**src/rtl/mem_pkg.sv**
```systemverilog
// Shared encodings for the data-memory access unit: access sizes, error codes
// and the access-sequencer state type.
package mem_pkg;

  localparam logic [1:0] SZ_BYTE = 2'b00;
  localparam logic [1:0] SZ_HALF = 2'b01;
  localparam logic [1:0] SZ_WORD = 2'b10;
  localparam logic [1:0] SZ_RSVD = 2'b11;

  localparam logic [1:0] ERR_NONE     = 2'b00;
  localparam logic [1:0] ERR_MISALIGN = 2'b01;
  localparam logic [1:0] ERR_TIMEOUT  = 2'b10;
  localparam logic [1:0] ERR_SIZE     = 2'b11;

  typedef enum logic [1:0] {
    IDLE   = 2'b00,
    ACCESS = 2'b01,
    DONE   = 2'b10
  } state_t;

  // Byte-enable pattern for an access of the given size at byte offset lo.
  function automatic logic [3:0] lane_be(input logic [1:0] sz, input logic [1:0] lo);
    logic [3:0] be;
    be = 4'b1111;
    case (sz)
      SZ_BYTE: be = 4'b0001 << lo;
      SZ_HALF: be = lo[1] ? 4'b1100 : 4'b0011;
      default: be = 4'b1111;
    endcase
    return be;
  endfunction

  // Replicate narrow store data onto every lane it could land on, so the
  // byte enables alone select the written bytes.
  function automatic logic [31:0] lane_wdata(input logic [1:0] sz, input logic [31:0] wd);
    logic [31:0] d;
    d = wd;
    case (sz)
      SZ_BYTE: d = {4{wd[7:0]}};
      SZ_HALF: d = {2{wd[15:0]}};
      default: d = wd;
    endcase
    return d;
  endfunction

endpackage

```
**src/rtl/load_extract.sv**
```systemverilog
// Combinational load path: picks the addressed byte/halfword out of a memory
// word and sign- or zero-extends it to 32 bits. Word loads pass through.
module load_extract
  import mem_pkg::*;
(
  input  logic [31:0] mem_rdata,
  input  logic [1:0]  addr_lo,
  input  logic [1:0]  size,
  input  logic        zero_extend,
  output logic [31:0] result
);

  logic [7:0]  byte_sel;
  logic [15:0] half_sel;

  // Lane selection followed by extension of the selected field
  always_comb begin
    byte_sel = mem_rdata[8*addr_lo +: 8];
    half_sel = addr_lo[1] ? mem_rdata[31:16] : mem_rdata[15:0];
    result   = mem_rdata;
    case (size)
      SZ_BYTE: result = {{24{byte_sel[7] & ~zero_extend}}, byte_sel};
      SZ_HALF: result = {{16{half_sel[15] & ~zero_extend}}, half_sel};
      default: result = mem_rdata;
    endcase
  end

endmodule

```
**src/rtl/mem_align_unit.sv**
```systemverilog
// Data-memory access unit: checks alignment, steers store data onto byte
// lanes, runs the request/ready handshake with a timeout, and extends loads.
module mem_align_unit
  import mem_pkg::*;
#(
  parameter int ADDR_W  = 32,
  parameter int TIMEOUT = 255
) (
  input  logic              clk,
  input  logic              rst,
  input  logic              start,
  input  logic              is_store,
  input  logic [1:0]        size,
  input  logic              zero_extend,
  input  logic [ADDR_W-1:0] addr,
  input  logic [31:0]       wdata,
  output logic              busy,
  output logic              done,
  output logic              err,
  output logic [1:0]        err_code,
  output logic [31:0]       rdata,
  output logic              mem_req,
  output logic              mem_we,
  output logic [ADDR_W-1:0] mem_addr,
  output logic [3:0]        mem_be,
  output logic [31:0]       mem_wdata,
  input  logic              mem_ready,
  input  logic [31:0]       mem_rdata
);

  localparam logic [7:0] TO_LIMIT = 8'(TIMEOUT);

  state_t            state_reg;
  logic              busy_reg, done_reg, err_reg;
  logic [1:0]        err_code_reg;
  logic [31:0]       rdata_reg;
  logic              mem_req_reg, mem_we_reg;
  logic [ADDR_W-1:0] mem_addr_reg;
  logic [3:0]        mem_be_reg;
  logic [31:0]       mem_wdata_reg;
  logic [1:0]        size_reg, addr_lo_reg;
  logic              zext_reg;
  logic [7:0]        cnt_reg;

  logic [1:0]        chk_code;
  logic              timeout_hit;
  logic [31:0]       load_result;

  // Legality of the incoming request; reserved size outranks misalignment
  always_comb begin
    chk_code = ERR_NONE;
    if (size == SZ_RSVD)
      chk_code = ERR_SIZE;
    else if ((size == SZ_HALF && addr[0]) || (size == SZ_WORD && addr[1:0] != 2'b00))
      chk_code = ERR_MISALIGN;
  end

  // This ACCESS cycle is the TIMEOUT-th one without mem_ready
  assign timeout_hit = (TIMEOUT != 0) && ((cnt_reg + 8'd1) == TO_LIMIT);

  load_extract u_load_extract (
    .mem_rdata   (mem_rdata),
    .addr_lo     (addr_lo_reg),
    .size        (size_reg),
    .zero_extend (zext_reg),
    .result      (load_result)
  );

  // Access sequencer with registered outputs
  always_ff @(posedge clk) begin
    if (rst) begin
      state_reg     <= IDLE;
      busy_reg      <= 1'b0;
      done_reg      <= 1'b0;
      err_reg       <= 1'b0;
      err_code_reg  <= ERR_NONE;
      rdata_reg     <= 32'd0;
      mem_req_reg   <= 1'b0;
      mem_we_reg    <= 1'b0;
      mem_addr_reg  <= '0;
      mem_be_reg    <= 4'd0;
      mem_wdata_reg <= 32'd0;
      size_reg      <= SZ_BYTE;
      addr_lo_reg   <= 2'b00;
      zext_reg      <= 1'b0;
      cnt_reg       <= 8'd0;
    end else begin
      case (state_reg)
        IDLE: begin
          done_reg     <= 1'b0;
          err_reg      <= 1'b0;
          err_code_reg <= ERR_NONE;
          if (start) begin
            busy_reg <= 1'b1;
            if (chk_code != ERR_NONE) begin
              // Illegal request never reaches memory
              state_reg    <= DONE;
              done_reg     <= 1'b1;
              err_reg      <= 1'b1;
              err_code_reg <= chk_code;
            end else begin
              state_reg     <= ACCESS;
              mem_req_reg   <= 1'b1;
              mem_we_reg    <= is_store;
              mem_addr_reg  <= {addr[ADDR_W-1:2], 2'b00};
              mem_be_reg    <= lane_be(size, addr[1:0]);
              mem_wdata_reg <= lane_wdata(size, wdata);
              size_reg      <= size;
              addr_lo_reg   <= addr[1:0];
              zext_reg      <= zero_extend;
              cnt_reg       <= 8'd0;
            end
          end
        end
        ACCESS: begin
          if (mem_ready) begin
            // Ready beats a coincident timeout
            state_reg   <= DONE;
            mem_req_reg <= 1'b0;
            done_reg    <= 1'b1;
            err_reg     <= 1'b0;
            err_code_reg <= ERR_NONE;
            if (!mem_we_reg)
              rdata_reg <= load_result;
          end else if (timeout_hit) begin
            state_reg    <= DONE;
            mem_req_reg  <= 1'b0;
            done_reg     <= 1'b1;
            err_reg      <= 1'b1;
            err_code_reg <= ERR_TIMEOUT;
          end else begin
            cnt_reg <= cnt_reg + 8'd1;
          end
        end
        DONE: begin
          state_reg    <= IDLE;
          busy_reg     <= 1'b0;
          done_reg     <= 1'b0;
          err_reg      <= 1'b0;
          err_code_reg <= ERR_NONE;
        end
        default: begin
          state_reg <= IDLE;
          busy_reg  <= 1'b0;
          done_reg  <= 1'b0;
        end
      endcase
    end
  end

  assign busy      = busy_reg;
  assign done      = done_reg;
  assign err       = err_reg;
  assign err_code  = err_code_reg;
  assign rdata     = rdata_reg;
  assign mem_req   = mem_req_reg;
  assign mem_we    = mem_we_reg;
  assign mem_addr  = mem_addr_reg;
  assign mem_be    = mem_be_reg;
  assign mem_wdata = mem_wdata_reg;

endmodule

```
**config.mk**
```make
export PLATFORM = sky130hd
export DESIGN_NAME = mem_align_unit
export DESIGN_NICKNAME = d
export VERILOG_FILES = /design/src/rtl/mem_pkg.sv /design/src/rtl/load_extract.sv /design/src/rtl/mem_align_unit.sv
export SDC_FILE = /design/constraint.sdc
export NUM_CORES = 1
export LEC_CHECK = 0
export ABC_AREA = 1
export CAP_MARGIN = 30
export CORE_MARGIN = 2
export CORE_UTILIZATION = 27
export DETAILED_ROUTE_END_ITERATION = 8
export GPL_TIMING_DRIVEN = 1
export PLACE_DENSITY = 0.53
export SLEW_MARGIN = 5
export SYNTH_ARGS = -nofsm -noshare
export SYNTH_HDL_FRONTEND = slang
export SYNTH_SLANG_ARGS = --single-unit
```
**constraint.sdc**
```tcl
create_clock -name clk -period 4.75 [get_ports clk]
set_clock_uncertainty 0.2 [all_clocks]
set_input_delay 0.475 -clock clk [delete_from_list [all_inputs] [get_ports clk]]
set_output_delay 0.475 -clock clk [all_outputs]
set_load 0.01 [all_outputs]
```
### Word level (Yosys, flattened, before mapping)

Index checks and enable logic that the tools add are counted.

* multiplexer cells: 35
* equal/unequal tests: 12
* shifts and indexed selects: 2
* bitwise gates (word level): 6
* reductions and logical operators: 17
* add/sub/neg operators: 1

Operators with widths (number)
* 32-bit case mux with 2 select lines: 2
* 8-bit two-way mux: 4
* 32-bit by 6-bit indexed part select with 8-bit output: 1
* 16-bit two-way mux: 1
* 2-bit two-way mux: 8
* 8-bit case mux with 2 select lines: 1
* 1-bit two-way mux: 11
* 8-bit by 1-bit adder with 8-bit output, second input constant: 1
* 8-bit equality test, second input constant: 1
* 2-bit inequality test, second input constant: 4
* 4-bit case mux with 2 select lines: 1
* 2-bit by 1-bit equality test with 1-bit output, second input constant: 3
* 2-bit equality test, second input constant: 3
* 2-bit logical NOT: 3
* 1-bit case mux with 2 select lines: 3
* 2-bit case mux with 3 select lines: 1
* 2-bit AND reduction: 3
* 3-bit AND reduction: 2
* 2-bit nonzero test: 3
* 5-bit AND reduction: 1
* 4-bit two-way mux: 1
* 1-bit inverter: 4
* 2-bit case mux with 2 select lines: 1
* 4-bit AND reduction: 1
* 7 further kinds: 9

* bits in registers: 120
* logic and storage cells: 88
* input port bits: 104
* output and inout port bits: 107

### Longest topological paths before layout

Gate-level depths: netlist of run 1.

* word-level depth: 9
* depth in mapped cells: 13
* gate-level depth less buffers: 13

### Cells and area by module

From an unflattened synthesis of run 1, not the netlist that was laid out.

* cell total of the unflattened synthesis: 825
* area, all modules: 5828.1 um^2

By module, submodules not included
* mem_align_unit: sequential area each 2402.3 um^2, instances 1, cells each 671, area each 4907.2 um^2
* load_extract: sequential area each 0.0 um^2, instances 1, cells each 154, area each 920.9 um^2

### Worst setup path after synthesis of run 1

Ideal clock, no wire load.

* path type: reg-to-reg
* start: register state_reg[1]
* end: register rdata_reg[18], in the netlist rdata[18]
* clock period less this slack: 1.855 ns
* cell stages (with the launch flop): 9
* required time: 4.431 ns
* path buffers: 1
* setup slack: 2.895 ns
* arrival: 1.536 ns
* setup time: 0.119 ns
* path through: dfxtp_1 inv_1 ha_1 inv_2 nor3_4 o21ai_1 a21oi_2 buf_4 a21oi_1

* cells in the longest elaborated chain, start to end: 2

RTL lines
* from (decl): RTL line mem_align_unit.sv:33 `state_t state_reg;`
* from (signal assigned): RTL line mem_align_unit.sv:72 `state_reg <= IDLE;`
* from (signal assigned): RTL line mem_align_unit.sv:97 `state_reg <= DONE;`
* from (signal assigned): RTL line mem_align_unit.sv:102 `state_reg <= ACCESS;`
* 2-bit by 1-bit equality test with 1-bit output: RTL line mem_align_unit.sv:88 `case (state_reg)`
* 3-bit AND reduction (no source line)
* to (signal assigned): RTL line mem_align_unit.sv:124 `rdata_reg <= load_result;`
* to (decl): RTL line mem_align_unit.sv:36 `logic [31:0] rdata_reg;`

No other way between the ends.
A chain may end at the register's enable or synchronous reset.

### Worst setup path in the final report of run 1

* start: input size[1]
* end: register mem_wdata_reg[16], in the netlist mem_wdata[16]

* cells in the longest elaborated chain, start to end: 8
* elaborated cells on any way between the ends: 13
* those cells by class: 3 x eq/ne; 3 x mux; 1 x bitwise; 6 x reduce/logical

RTL lines
* from (decl): RTL line mem_align_unit.sv:13 `input logic [1:0] size,`
* 2-bit by 1-bit equality test with 1-bit output / 2-bit equality test (equally long branches): RTL line mem_pkg.sv:38, mem_align_unit.sv:54
* 1-bit logical AND: RTL line mem_align_unit.sv:54 `else if ((size == SZ_HALF && addr[0]) || (size == SZ_WORD && addr[1:0] != 2'b00))`
* 1-bit logical OR: RTL line mem_align_unit.sv:54
* 1-bit two-way mux: RTL line mem_align_unit.sv:54
* 2-bit two-way mux: RTL line mem_align_unit.sv:52 `if (size == SZ_RSVD)`
* 2-bit nonzero test: RTL line mem_align_unit.sv:95 `if (chk_code != ERR_NONE) begin`
* 1-bit inverter (no source line)
* 3-bit AND reduction (no source line)
* to (signal assigned): RTL line mem_align_unit.sv:107 `mem_wdata_reg <= lane_wdata(size, wdata);`
* to (decl): RTL line mem_align_unit.sv:40 `logic [31:0] mem_wdata_reg;`

Parallel ways exist; a longest one is shown, timed or not.

==> results of run 1 <==
[layout make-up]
| type | instances | area share |
|---|---|---|
| Clock buffer | 21 | 0.0584 |
| Timing Repair Buffer | 214 | 0.258 |
| Inverter | 72 | 0.0329 |
| Clock inverter | 11 | 0.0119 |
| Tap cell | 265 | 0.0403 |
| Sequential cell | 120 | 0.292 |
| Multi-Input combinational cell | 536 | 0.306 |
[power by group]
group / internal, mW / switching (mW)
logic: 0.240 / 0.252
clock network: 0.772 / 0.476
registers: 1.07 / 0.0409
[final timing paths]
kind                                from                    endpoint  slack, ns  cells after the start
max                              size[1]  mem_wdata[16]$_SDFFE_PP0P_       1.55                     11
min            mem_wdata[0]$_SDFFE_PP0P_   mem_wdata[0]$_SDFFE_PP0P_       0.26                      2
max reg2reg  addr_lo_reg[1]$_SDFFE_PP0P_      rdata[24]$_SDFFE_PP0P_       1.97                      7
min reg2reg    mem_wdata[0]$_SDFFE_PP0P_   mem_wdata[0]$_SDFFE_PP0P_       0.26                      2
[cells by family after synthesis]
family	Yosys count	share of synthesized area
simple gates	337	0.261
compound gates	192	0.194
flops	120	0.446
buf+inv	116	0.0871
fa+ha+maj	5	0.0116
other cells	1	0.000696
[per-layer routing]
metal,GRT usage,vias up,wire [µm],share of wire
li1,-,2898,-,-
met1,0.231,2529,8480,0.46
met2,0.274,165,8460,0.46
met3,0.0601,8,1280,0.070
met4,0.0382,0,119,0.0065
met5,0,-,0,0
[cell usage in the layout (no fill, tap or decap), types with 5 or more instances in the layout]
| cell type | count |
|---|---|
| clkdlybuf4s50_1 | 207 |
| nand2_1 | 200 |
| dfxtp_1 | 120 |
| nor2_1 | 87 |
| a21oi_1 | 76 |
| o21ai_0 | 74 |
| inv_1 | 68 |
| nand3_1 | 21 |
| clkbuf_16 | 17 |
| o211ai_1 | 16 |
| a31oi_1 | 10 |
| nand4_1 | 9 |
| o22ai_1 | 8 |
| buf_4 | 6 |
| nor2_2 | 5 |
| nor3_1 | 5 |
| ha_1 | 5 |
[through the flow]
| stage | setup WS [ns] | power [mW] | util |
|---|---|---|---|
| 6_report | 1.55 | 2.85 | 0.421 |
| 5_1_grt | 1.23 | 3.00 | 0.421 |
| 2_1_floorplan | 2.89 | 1.35 | - |
| 3_5_place_dp | 1.11 | 1.63 | 0.391 |
| 3_3_place_gp | 1.22 | 1.63 | 0.391 |
| 4_1_cts | 1.53 | 2.90 | 0.421 |
[tightest hold or removal path, delay by kind of cell, from the launching register on]
family / cells / cell delay (ns)
flops: 1 / 0.31
simple gates: 1 / 0.06
compound gates: 1 / 0.05
==> flow_metrics.py, run 1 <==
metrics = {
    "sta": {
        "post-route-period-util": 0.674,
        "final_max_slew_viol_count": 0,
        "worst_slew_pin_slew_ns": 0.914,
        "tns_ns": 0,
        "worst_hold_slack_ns": 0.264,
        "rsz0062_at_grt": "no",
        "setup_violations": 0,
        "min_period_ns": 3.20,
        "hold_violations": 0,
        "max_freq_mhz": 312,
        "max_slew_margin": 0.391,
    },
    "worst_setup_path": {
        "worstPathCellList": "clkdlybuf4s50_1 > inv_1 > nand2_1 > nand2_1 > nand2_2 > nor3_4 > buf_4 > nand2_1 > inv_2 > o22ai_1 > a21oi_1",
        "cp-start-kind": "input port",
        "cp.required_ns": 4.88,
        "path_buf_inv": 4,
        "crit_path_end_kind": "register",
        "crit_fanout": 65,
        "crit_arrival_ns": 3.34,
        "crit_type": "in -> reg",
        "cp_slowest_stage_delay_ns": 0.64,
        "critical-path-top-delay-family": "buffers and inverters",
        "critPathMostFrequentCell": "nand2_1",
        "cp_slowest_cell": "clkdlybuf4s50_1",
    },
    "clock_network": {
        "ctsResizeCount": 0,
        "insertion_delay_ns": 0.41,
        "postCtsHoldBufs": 0,
        "clockRootBuffer": "clkbuf_16",
        "cts_tree": "yes",
        "h-tree-depth": 4,
        "clockBufferDepth": 2,
        "cts-buffers-inserted": 17,
        "clk_pin_slew_ns": 0.06,
        "cts_setup_buffers": 0,
        "cts.sinks": 120,
    },
    "grt": {
        "antenna_found_initial": 0,
        "grt_pass1_vias": 5479,
        "grt_max_degree": 66,
        "grt_use_total": 0.174,
        "grt_pass1_wl_mm": 29.6,
        "overflow": 0,
    },
    "layout": {
        "final-seq-area_mm2": 0.00240,
        "n_antenna_cell": 0,
        "final_nets": 1070,
        "finalNonFillerCells": 1239,
        "multi_input_area_mm2": 0.00252,
        "drive_above_1_share": 0.0616,
        "fillCellCount": 2047,
        "finalInstanceArea_mm2": 0.00822,
        "area_delta_synth_final_pct": 52.7,
    },
    "routing": {
        "first_pass_iters": 4,
        "drtIter0Drc": 348,
        "wl_mm": 18.3,
        "vias": 5600,
        "wl_per_cell_um": 14.8,
        "post-route-drc-count": 0,
        "ant_nets": 0,
        "via_per_inst": 4.52,
    },
    "logic_synthesis": {
        "synth_top_area_frac": 0.446,
        "synth_ff_type": "dfxtp_1",
        "synth_area_leader_cell": "dfxtp_1",
        "synth-seq-area-share": 0.446,
        "syn_area_per_cell_um2": 6.98,
        "synthArstFlopShare": 0,
        "synth_warnings": 0,
        "yosysUniqueCellTypes": 30,
        "syn_area_mm2": 0.00539,
        "ys_ff_latch": 120,
        "synth_edf_count": 0,
        "synth_commonest_cells": "nand2_1 (200), dfxtp_1 (120), nor2_1 (87)",
        "synth.area.top_cells": "dfxtp_1 (45%), nand2_1 (14%), a21oi_1 (7.1%)",
        "synth.most_common_cell": "nand2_1",
        "synthCells": 771,
    },
    "power": {
        "p_leak_nw": 3.28,
        "powerDensity_mw_per_mm2": 347,
        "vdd_drop_max_uv": 244,
    },
    "floorplan": {
        "io_pins": 211,
        "die_area_mm2": 0.0211,
        "initial_core_util": 0.276,
        "placementRows": 51,
        "coreArea_mm2": 0.0195,
        "die_w_um": 145,
        "die_h_um": 145,
    },
    "status": {
        "status": "finished, final reports clean",
    },
    "place": {
        "hpwl_mm": 12.8,
        "placed_cell_area_mm2": 0.00764,
        "dp_cells": 1207,
        "port_buffers": 208,
        "place.gp.congestion": 0.800,
    },
    "flow_run": {
        "cap_violations": 0,
    },
    "worst_hold_path": {
        "min_path_type": "reg -> reg",
    },
}
(Power assumes the default switching activity.)
==> inputs of run 2 (changes only) <==
Clock period 4.75 ns to 3 ns, I/O delays scaled along.
==> run 2 against run 1 <==
Net effect:
- clock-buffer cell count decreased by 4
- critical path type unchanged
- worst setup slack worse by 0.70 ns
- final cell count rose by 0.89%
- sequential power increased by 59%
- non-clock buffer count increased by 10
- routed wire length is 0.29% lower
- largest cell class unchanged
- clock power grew 69%
- utilization up 0.65 points
- combinational power grew 62%
- first-iteration DRC count decreased by 20%
- critical endpoint is now mem_be[2]$_SDFFE_PP0P_
- register-to-register slack got worse by 1.1 ns
- sequential cell count unchanged
- highest routed layer unchanged
==> flow_metrics.py, run 2 (synthesized netlist as in run 1, its figures left out) <==
metrics = {
    "worst_setup_path": {
        "critPathMostFrequentCell": "nand2_1",
        "rr_worst_depth": 9,
        "r2r_slack_ns": 0.89,
        "cp_slowest_cell": "clkdlybuf4s50_1",
        "cp_num_cells": 11,
        "crit_path_end_kind": "register",
        "endpoint": "mem_be[2]$_SDFFE_PP0P_",
        "cp_slowest_stage_delay_ns": 0.54,
        "regToRegEndpoint": "mem_be[2]$_SDFFE_PP0P_",
        "crit_fanout": 49,
        "crit_arrival_ns": 2.30,
        "startpoint": "size[0]",
        "path_buf_inv": 4,
        "cp-start-kind": "input port",
        "r2r_start": "state_reg[1]$_SDFFE_PP0P_",
        "critical-path-top-delay-family": "buffers and inverters",
        "worstPathCellList": "clkdlybuf4s50_1 > inv_1 > nand2_1 > nand2_1 > nand2_2 > nor3_4 > buf_4 > nand2_1 > inv_1 > o21ai_0 > a31oi_1",
        "cp.required_ns": 3.14,
        "crit_type": "in -> reg",
    },
    "clock_network": {
        "cts_setup_buffers": 0,
        "clockRootBuffer": "clkbuf_16",
        "ctsResizeCount": 0,
        "h-tree-depth": 4,
        "cts_tree": "yes",
        "insertion_delay_ns": 0.42,
        "postCtsHoldBufs": 0,
        "clockBufferDepth": 2,
        "cts.sinks": 120,
        "clk_pin_slew_ns": 0.06,
        "cts-buffers-inserted": 17,
    },
    "layout": {
        "final_common_cell": "clkdlybuf4s50_1",
        "drive_above_1_share": 0.0711,
        "fillCellCount": 2025,
        "finalInstanceArea_mm2": 0.00835,
        "final_nets": 1080,
        "layout_common_cells": "clkdlybuf4s50_1 (207), nand2_1 (200), dfxtp_1 (120)",
        "area_delta_synth_final_pct": 55.0,
    },
    "sta": {
        "setup_violations": 0,
        "worst_hold_slack_ns": 0.253,
        "min_period_ns": 2.15,
        "rsz0062_at_grt": "no",
        "hold_violations": 0,
        "post-route-period-util": 0.718,
        "setup_ws_ns": 0.845,
        "tns_ns": 0,
        "final_max_slew_viol_count": 0,
        "worst_slew_pin_slew_ns": 0.602,
        "max_freq_mhz": 464,
        "max_slew_margin": 0.599,
    },
    "power": {
        "p_leak_nw": 3.35,
        "powerDensity_mw_per_mm2": 558,
        "vdd_drop_max_uv": 373,
        "finalPower_mw": 4.66,
    },
    "status": {
        "status": "finished, final reports clean",
    },
    "place": {
        "port_buffers": 208,
        "dp_slack_ns": 0.436,
        "placed_cell_area_mm2": 0.00774,
        "place.gp.congestion": 0.780,
        "hpwl_mm": 13.1,
    },
    "grt": {
        "grt_pass1_vias": 5445,
        "grt_max_degree": 50,
        "grt_pass1_wl_mm": 29.3,
        "overflow": 0,
        "antenna_found_initial": 1,
        "grt_use_total": 0.173,
    },
    "floorplan": {
        "initial_core_util": 0.276,
        "die_h_um": 145,
        "die_w_um": 145,
        "die_area_mm2": 0.0211,
        "io_pins": 211,
        "coreArea_mm2": 0.0195,
        "placementRows": 51,
    },
    "routing": {
        "ant_nets": 0,
        "vias": 5580,
        "post-route-drc-count": 0,
        "wl_mm": 18.3,
        "via_per_inst": 4.46,
        "first_pass_iters": 5,
        "drtIter0Drc": 280,
        "wl_per_cell_um": 14.6,
    },
    "flow_run": {
        "cap_violations": 0,
    },
    "worst_hold_path": {
        "min_path_type": "in -> reg",
    },
}
## run 2: changes by cell type in the layout (fill, tap and decap cells not counted), sizes merged
cell and change:
buf +10, bufinv +2, clkbuf -4, clkinv -1, clkinvlp +1, diode +1
inv +2
## run 2: worst reg2reg max path, delay by kind of cell (launching register included)
kind,cells,cell delay (ns)
buffers and inverters,4,0.72
and+or+nand+nor,2,0.39
DFF,1,0.31
AOI/OAI and AO/OA,2,0.22
adders and majority gates,1,0.19
## run 2: stage by stage
step / std cells / utilization
global route: 1250 / 0.428
floorplan: 772 / -
global placement: 1217 / 0.397
CTS: 1249 / 0.427
detailed placement: 1217 / 0.397
finish: 1250 / 0.428
## run 2: worst min path at each step
stage,from,endpoint,slack [ns],cells after the start
floorplan,addr[25],mem_addr[25]$_SDFFE_PP0P_,0.23,2
global placement,mem_wdata[6]$_SDFFE_PP0P_,mem_wdata[6]$_SDFFE_PP0P_,0.25,2
detailed placement,mem_wdata[6]$_SDFFE_PP0P_,mem_wdata[6]$_SDFFE_PP0P_,0.26,2
CTS,wdata[29],mem_wdata[29]$_SDFFE_PP0P_,0.24,3
global route,is_store,mem_we$_SDFFE_PP0P_,0.26,3
finish,rst,mem_addr[12]$_SDFFE_PP0P_,0.25,4
## run 2: where the power goes
group / switching (mW) / total (mW) / leakage, nW / internal, mW
Sequential: 0.0607 / 1.76 / 0.978 / 1.70
Clock: 0.799 / 2.11 / 0.282 / 1.31
Combinational: 0.404 / 0.798 / 2.09 / 0.394
## run 2: layout make-up
class	count	area (µm²)	area share
inverter	72	270	0.0324
timing repair buffer	224	2220	0.266
sequential	120	2400	0.288
multi-input combinational	536	2520	0.302
antenna	1	2.50	0.000300
clock buffer	17	425	0.0510
clock inverter	15	178	0.0213
tap	265	332	0.0397
## run 2: layer usage
metal,global-route usage,wire length (µm)
met1,0.222,8400
met5,0,0
met3,0.0651,1340
met2,0.268,8260
met4,0.0525,287
==> inputs of run 3 (changes only) <==
Clock period 3 ns to 2.05 ns, I/O delays scaled along.
==> run 3 against run 2 <==
Net effect:
- worst setup slack got worse by 0.72 ns
- combinational power increased by 60%
- final cell count increased by 3.4%
- critical endpoint is now err_code[1]$_SDFFE_PP0P_
- largest cell class is now buffers
==> flow_metrics.py, run 3 (synthesized netlist as in run 1, its figures left out) <==
metrics = {
    "sta": {
        "max_freq_mhz": 520,
        "final_max_slew_viol_count": 0,
        "max_slew_margin": 0.661,
        "hold_violations": 0,
        "tns_ns": 0,
        "post-route-period-util": 0.938,
        "setup_violations": 0,
        "worst_slew_pin_slew_ns": 0.509,
        "setup_ws_ns": 0.127,
        "min_period_ns": 1.92,
        "rsz0062_at_grt": "yes",
    },
    "routing": {
        "via_per_inst": 4.41,
        "drtIter0Drc": 304,
        "ant_nets": 0,
        "post-route-drc-count": 0,
        "wl_mm": 18.6,
        "wl_per_cell_um": 14.4,
        "first_pass_iters": 7,
        "vias": 5707,
    },
    "worst_setup_path": {
        "r2r_slack_ns": 0.13,
        "crit_path_end_kind": "register",
        "startpoint": "cnt_reg[0]$_SDFFE_PP0P_",
        "cp.required_ns": 2.15,
        "r2r_start": "cnt_reg[0]$_SDFFE_PP0P_",
        "crit_arrival_ns": 2.02,
        "endpoint": "err_code[1]$_SDFFE_PP0P_",
        "crit_fanout": 5,
        "regToRegEndpoint": "err_code[1]$_SDFFE_PP0P_",
        "crit_type": "reg -> reg",
        "cp-start-kind": "register",
        "rr_worst_depth": 13,
    },
    "clock_network": {
        "insertion_delay_ns": 0.41,
        "clockRootBuffer": "clkbuf_16",
        "cts_tree": "yes",
        "cts-buffers-inserted": 17,
        "clk_pin_slew_ns": 0.06,
        "cts.sinks": 120,
        "h-tree-depth": 4,
        "clockBufferDepth": 2,
    },
    "grt": {
        "overflow": 0,
        "grt_pass1_wl_mm": 29.6,
        "grt_max_degree": 44,
        "grt_pass1_vias": 5651,
        "grt_use_total": 0.175,
        "antenna_found_initial": 1,
    },
    "status": {
        "status": "finished, final reports clean",
    },
    "power": {
        "p_leak_nw": 3.56,
        "vdd_drop_max_uv": 537,
        "powerDensity_mw_per_mm2": 756,
        "finalPower_mw": 6.60,
    },
    "floorplan": {
        "die_h_um": 145,
        "die_area_mm2": 0.0211,
        "initial_core_util": 0.276,
        "coreArea_mm2": 0.0195,
        "placementRows": 51,
        "die_w_um": 145,
        "io_pins": 211,
    },
    "layout": {
        "fillCellCount": 1998,
        "final-seq-area_mm2": 0.00240,
        "final_common_cell": "clkdlybuf4s50_1",
        "final_nets": 1124,
        "layout_common_cells": "clkdlybuf4s50_1 (207), nand2_1 (198), dfxtp_1 (119)",
        "drive_above_1_share": 0.113,
        "multi_input_area_mm2": 0.00257,
        "area_delta_synth_final_pct": 62.2,
        "finalInstanceArea_mm2": 0.00873,
    },
    "worst_hold_path": {
        "hp-start": "rst",
        "min_path_type": "in -> reg",
    },
    "flow_run": {
        "cap_violations": 0,
    },
    "place": {
        "placed_cell_area_mm2": 0.00809,
        "place.gp.congestion": 0.782,
        "port_buffers": 208,
        "dp_slack_ns": -0.194,
        "hpwl_mm": 13.5,
    },
}
run 3: changes by cell type in the layout (fill, tap and decap cells not counted), sizes merged:
cell | before | now
bufinv | 3 | 1
inv | 74 | 71
clkinvlp | 5 | 4
clkbuf | 17 | 22
buf | 17 | 61
run 3: layer usage:
metal / up-vias / wire length [µm] / global-route usage
li1: 2998 / - / -
met1: 2544 / 8580 / 0.224
met2: 151 / 8510 / 0.280
met3: 14 / 1260 / 0.0601
met4: 0 / 208 / 0.0471
met5: - / 0 / 0
run 3: per-stage QoR:
stage           util  hold WS, ns  std cells
5_1_grt        0.447        0.132       1292
3_3_place_gp   0.414        0.251       1255
4_1_cts        0.442       0.0829       1286
2_1_floorplan      -        0.140        772
3_5_place_dp   0.414        0.257       1255
6_report       0.447       0.0746       1293
run 3: where the power goes:
| part | internal (mW) | switching (mW) | total [mW] |
|---|---|---|---|
| Clock | 1.68 | 1.07 | 2.75 |
| Sequential | 2.49 | 0.0864 | 2.57 |
| Combinational | 0.667 | 0.616 | 1.28 |
| Total | 4.83 | 1.77 | 6.60 |
run 3: cell type report:
| cell class | instances | area share |
|---|---|---|
| Clock buffer | 22 | 0.0520 |
| Sequential cell | 120 | 0.275 |
| Inverter | 72 | 0.0314 |
| Multi-Input combinational cell | 536 | 0.294 |
| Timing Repair Buffer | 268 | 0.300 |
| Antenna cell | 1 | 0.000287 |
| Clock inverter | 9 | 0.00888 |
| Tap cell | 265 | 0.0380 |
run 3: timing repair:
action / CTS / global route
hold buffers: 0 / 0
gates resized for setup: 1 / 14
pin swaps: 0 / 5
setup endpoints to repair: 16 / 22
buffers inserted: 0 / 6
run 3: how the worst min path moves through the flow:
stage / end / cells past startpoint
floorplan: mem_addr[2]$_SDFFE_PP0P_ / 2
global placement: mem_wdata[20]$_SDFFE_PP0P_ / 2
detailed placement: mem_wdata[23]$_SDFFE_PP0P_ / 2
CTS: mem_addr[31]$_SDFFE_PP0P_ / 4
global route: mem_wdata[8]$_SDFFE_PP0P_ / 4
finish: mem_addr[31]$_SDFFE_PP0P_ / 4
run 3: worst max-delay path, cell delays in order, from the launching register on:
cell and delay, ns:
dfxtp_2 0.34, ha_2 0.20, nand2_1 0.07, inv_1 0.08, nor2_2 0.14, nand3_1 0.08, nor2_1 0.13, nand3_2 0.13
nand3_4 0.12, nand2_2 0.09, inv_1 0.10, nand2_1 0.05, nand2_1 0.05, nor2_1 0.03
